File: src/rtl/mul_pkg.sv
// Shared constants and helpers for the operand-product pipeline.
package mul_pkg;

  localparam int TRUNC       = 0;
  localparam int RND_HALF_UP = 1;

  function automatic int clog2(input int v);
    int r;
    r = 0;
    while ((1 << r) < v) r++;
    return r;
  endfunction

endpackage

File: src/rtl/mul_pair_stage.sv
// One tree level: multiplies adjacent operand pairs into double-width products and registers them.
// Total bus width is unchanged: N_IN/2 products of 2*W_IN bits each.
module mul_pair_stage #(
  parameter int N_IN = 4,
  parameter int W_IN = 10
) (
  input  logic                 clk,
  input  logic                 rst,
  input  logic                 adv_i,
  input  logic                 vld_i,
  input  logic [N_IN*W_IN-1:0] dat_i,
  output logic                 vld_o,
  output logic [N_IN*W_IN-1:0] dat_o
);

  localparam int N_OUT = N_IN / 2;
  localparam int W_OUT = 2 * W_IN;

  logic [N_IN*W_IN-1:0] dat_d;
  logic [N_IN*W_IN-1:0] dat_q;
  logic                 vld_q;

  always_comb begin
    dat_d = '0;
    for (int k = 0; k < N_OUT; k++) begin
      dat_d[k*W_OUT +: W_OUT] = W_OUT'(dat_i[2*k*W_IN +: W_IN]) * W_OUT'(dat_i[(2*k+1)*W_IN +: W_IN]);
    end
  end

  always_ff @(posedge clk) begin
    if (rst) begin
      vld_q <= 1'b0;
    end else if (adv_i) begin
      vld_q <= vld_i;
    end
  end

  // Data is qualified by vld_q, so it needs no reset.
  always_ff @(posedge clk) begin
    if (adv_i) begin
      dat_q <= dat_d;
    end
  end

  assign vld_o = vld_q;
  assign dat_o = dat_q;

endmodule

File: src/rtl/mul_prod_pipe.sv
// Pipelined product of N_OPS unsigned operands: pairwise multiply tree, then scale/round/saturate.
// Latency log2(N_OPS)+1; the whole pipe stalls only when a valid result is not taken.
module mul_prod_pipe #(
  parameter int IN_W       = 10,
  parameter int N_OPS      = 4,
  parameter int OUT_W      = 40,
  parameter int FRAC_SHIFT = 0,
  parameter int ROUND      = 0
) (
  input  logic                  clk,
  input  logic                  rst,
  input  logic                  in_valid,
  output logic                  in_ready,
  input  logic [N_OPS*IN_W-1:0] in_data,
  output logic                  out_valid,
  input  logic                  out_ready,
  output logic [OUT_W-1:0]      out_data,
  output logic                  out_sat
);

  import mul_pkg::*;

  localparam int LVLS    = clog2(N_OPS);
  localparam int PW      = N_OPS * IN_W;
  localparam int SW      = PW + 1;
  localparam bit RND_ON  = (ROUND == RND_HALF_UP) && (FRAC_SHIFT > 0);
  localparam int BIAS_SH = (FRAC_SHIFT > 0) ? FRAC_SHIFT - 1 : 0;
  localparam logic [SW-1:0] RND_BIAS = RND_ON ? (SW'(1) << BIAS_SH) : '0;

  if (!(N_OPS == 2 || N_OPS == 4 || N_OPS == 8)) begin : g_bad_nops
    $error("mul_prod_pipe: N_OPS must be 2, 4 or 8");
  end
  if (FRAC_SHIFT >= PW) begin : g_bad_shift
    $error("mul_prod_pipe: FRAC_SHIFT must be below N_OPS*IN_W");
  end

  logic              adv;
  logic [PW-1:0]     lvl_dat [LVLS+1];
  logic              lvl_vld [LVLS+1];
  logic [SW-1:0]     s_d;
  logic [OUT_W-1:0]  res_d;
  logic              sat_d;
  logic              out_valid_q;
  logic [OUT_W-1:0]  out_data_q;
  logic              out_sat_q;

  assign adv        = out_ready | ~out_valid_q;
  assign in_ready   = adv;
  assign lvl_dat[0] = in_data;
  assign lvl_vld[0] = in_valid;

  for (genvar l = 0; l < LVLS; l++) begin : g_lvl
    mul_pair_stage #(
      .N_IN (N_OPS >> l),
      .W_IN (IN_W << l)
    ) u_stage (
      .clk   (clk),
      .rst   (rst),
      .adv_i (adv),
      .vld_i (lvl_vld[l]),
      .dat_i (lvl_dat[l]),
      .vld_o (lvl_vld[l+1]),
      .dat_o (lvl_dat[l+1])
    );
  end

  // One extra bit keeps the rounding add from wrapping.
  assign s_d = ({1'b0, lvl_dat[LVLS]} + RND_BIAS) >> FRAC_SHIFT;

  if (OUT_W >= SW) begin : g_nosat
    assign sat_d = 1'b0;
    assign res_d = OUT_W'(s_d);
  end else begin : g_sat
    assign sat_d = |s_d[SW-1:OUT_W];
    assign res_d = sat_d ? '1 : s_d[OUT_W-1:0];
  end

  always_ff @(posedge clk) begin
    if (rst) begin
      out_valid_q <= 1'b0;
      out_data_q  <= '0;
      out_sat_q   <= 1'b0;
    end else if (adv) begin
      out_valid_q <= lvl_vld[LVLS];
      out_data_q  <= res_d;
      out_sat_q   <= sat_d;
    end
  end

  assign out_valid = out_valid_q;
  assign out_data  = out_data_q;
  assign out_sat   = out_sat_q;

endmodule

File: config.mk
export PLATFORM = sky130hd
export DESIGN_NAME = mul_prod_pipe
export DESIGN_NICKNAME = d
export VERILOG_FILES = /design/src/rtl/mul_pkg.sv /design/src/rtl/mul_pair_stage.sv /design/src/rtl/mul_prod_pipe.sv
export SDC_FILE = /design/constraint.sdc
export NUM_CORES = 2
export LEC_CHECK = 0
export ABC_CLOCK_PERIOD_IN_PS = 17900
export CORE_AREA = 2 2 233 235
export CTS_CLUSTER_DIAMETER = 30
export CTS_CLUSTER_SIZE = 16
export DETAILED_ROUTE_END_ITERATION = 12
export DIE_AREA = 0 0 235 237
export GPL_TIMING_DRIVEN = 0
export SYNTH_ARGS = -nofsm -noshare
export SYNTH_HDL_FRONTEND = slang
export SYNTH_SLANG_ARGS = --single-unit
File: constraint.sdc
create_clock -name clk -period 17.9 [get_ports clk]
set_input_delay 4.475 -clock clk [delete_from_list [all_inputs] [get_ports clk]]
set_output_delay 4.475 -clock clk [all_outputs]
set_load 0.02 [all_outputs]
==> key figures <==
Status
  – Status: finished, final reports clean

Placement
  – RD Place Congestion: 0.892
  – Placed cell count: ~3300
  – Post-DP HPWL: approximately 46000 µm
  – Cell area after placement: 25200 µm²
  – I/O Buffers: 54

Clock tree
  – CTS tree: done
  – Post-CTS sizing: 0
  – Clock Sinks: ~120
  – Setup Fix Bufs, Post-CTS: 0
  – Clock Latency Late Sink: between 0.4 and 0.5 ns
  – Clk buf depth: 2
  – Clk root buf: clkbuf_16
  – H-tree depth: 4
  – CTS Buf Count: 17
  – Clock transition at path regs: 0.06 ns
  – Hold buffers post-CTS: 0

Finish
  – Commonest cells after routing, fill and taps aside: 515 x inv_1, 444 x fa_1, 392 x nand2_1, 312 x and2_1, 260 x ha_1
  – ANT cells: 0
  – Area growth syn-to-layout: 8.68%
  – Commonest non-fill, non-tap cell in the layout: inv_1
  – Share of layout cells above drive strength 1: roughly 1.8%
  – Fin cells: between 3000 and 4000
  – Multi-input gate area: between 15000 and 20000 µm²
  – Final nets: between 3000 and 4000
  – Seq. cell area: around 3300 µm²
  – Fill cells: 4996
  – Fin area: ~26000 µm²

Timing
  – Slew headroom: between 30% and 40%
  – Fmax: 88.0 MHz
  – Worst Max-Slew Pin Slew: 0.965 ns
  – Crit share post-route: 63.5%
  – Final setup skew: just over 0.007 ns
  – Final setup fails: 0
  – Hold Slack: 0.448 ns
  – Post-Route Setup TNS: 0 ns
  – Final worst path period need: ~11 ns
  – RSZ-0062 raised after global routing: no
  – Max Slew Vio Count: 0
  – Final Hold Fails: 0

Yosys
  – Register area share after synthesis: ~14%
  – Synth top area share: 37.5%
  – Dominant cell type by area after synthesis: fa_1
  – Adder-cell share of the synthesized area: roughly 50%
  – Ys Warns: 0
  – Post-Syn Instances: roughly 2500
  – Post-Synth Simple-Gate Area: 16.6%
  – Post-synth EDFFs: 80
  – Largest family of logic cells by synthesized area: adder cells
  – Syn avg cell area: around 9.3 µm²
  – Post-synth cell types: between 50 and 60
  – Area of the mapped netlist: around 24000 µm²
  – Post-synth net total: 3293
  – FF+latch count, synth: approximately 120
  – Xor/xnor share of the synthesized area: 2.70%
  – Ys flop type: edfxtp_1
  – Synth top area cells: fa_1 37%, ha_1 14%, edfxtp_1 10%, and2_1 8.2%, inv_1 8.2%
  – Async S/R FF share, synth: 0%
  – Synth Area in Compound Gates: under 10%
  – Mux cell area share after synthesis: 0%

Die
  – Width of the die: between 200 and 250 µm
  – Overall die area: around 56000 µm²
  – Core area: 53300 µm²
  – Initial Util: roughly 45%
  – Site Rows: 85
  – Die height: roughly 240 µm
  – Number of I/O pins: 87

Worst setup path
  – Crit Path Max Fanout: 41
  – Crit path launch: out_ready
  – Critical path endpoint category: output pin
  – Crit-path max cell delay: about 0.64 ns
  – Crit path required time: about 13 ns
  – Crit path buf inv count: 5
  – Top delay family on crit path: buffers and inverters
  – Most frequent CP cell: clkdlybuf4s50_1
  – Slowest CP cell: clkdlybuf4s50_1
  – R2r startpoint: g_lvl[0].u_stage.dat_o[10]
  – Worst-path cell chain: clkdlybuf4s50_1 -> nor2b_1 -> clkbuf_1 -> clkinv_1 -> clkbuf_4 -> clkdlybuf4s50_1
  – Crit path launch type: input port
  – Critical path type: input port to output pin
  – Crit path arrival time: between 6 and 7 ns

GRT
  – Global-route wire length before repair: about 91000 µm
  – Antenna violations before repair: 2
  – Pin count of the biggest net entering global routing: between 50 and 60
  – Total track usage: between 20% and 30%
  – Total congestion overflow: 0
  – Number of global-route vias before repair: around 18000

Worst hold path
  – Worst Hold Class: flip-flop to flip-flop
  – Worst Hold Launch: out_data[11]

Drt
  – 1st-iter DRT viols: about 1100
  – Routed vias/inst: 4.97
  – DRC viols: 0
  – Wire per inst: ~17 µm
  – Routed Antenna Nets: 0
  – DR pass1 iterations: 7
  – Final WL: 55100 µm
  – Routed vias: approximately 17000

Job
  – Max Cap Violations: 0
tightest hold or removal path: stages, from the launching register on:
cell	delay, ns
dfxtp_1	0.30
nand2_1	0.05
a21oi_1	0.05
layout make-up:
type	instances	share of cell area, %
Tap cell	696	3.38
Sequential cell	123	12.7
Clock buffer	24	2.12
Buffer	131	1.94
Multi-Input combinational cell	1775	69.9
Inverter	516	7.52
Timing Repair Buffer	55	2.20
Clock inverter	8	0.267
per-stage QoR:
| step | setup WS (ns) | util [%] |
|---|---|---|
| finish | 6.54 | 48.4 |
| global route | 6.32 | 48.4 |
| CTS | 6.46 | 48.4 |
| detailed placement | 6.48 | 47.2 |
| global placement | 3.53 | 47.2 |
| floorplan | 6.11 | - |
worst paths after layout:
kind	endpoint	slack [ns]	depth (start not counted)
worst min register to register	out_data[11]	0.45	2
worst max register to register	g_lvl[1].u_stage.dat_o[33]	10.20	25
worst min-delay path	out_data[11]	0.45	2
worst max-delay path	in_ready	6.54	6
cells in the mapped netlist, drive strengths merged (11+ instances only):
master and n:
inv 515, fa 444, nand2 392, and2 312, ha 260, clkbuf 128
a21oi 87, edfxtp 80, xnor2 56, dfxtp 43, o21ai 30, a21o 26
nor2 24, nand3 17, xor2 17, and3 11
flip-flops by register name, summed over array words and instances, names as in the netlist:
name	flops
out_valid	1
g_lvl.u_stage.dat_o	80
g_lvl.u_stage.vld_o	2
out_data	40
routing by layer:
metal  wire length, µm  GRT usage (%)  vias up
met5                12              0        -
met4              1300           6.43        2
met3              2980           3.39       70
met2             26300           35.1      426
met1             24500           27.1     8225
li1                  -              -     7831
kinds of logic after synthesis:
group,Yosys count
flip-flops,123
buffers and inverters,647
AND/OR/NAND/NOR,799
XOR/XNOR,73
AO/OA/AOI/OAI,198
adder cells (fa/ha/maj),704
other,1
Power is left out: the tool's default activity adds up to more than one toggle a clock period on the data nets, which glitch-free logic cannot reach.
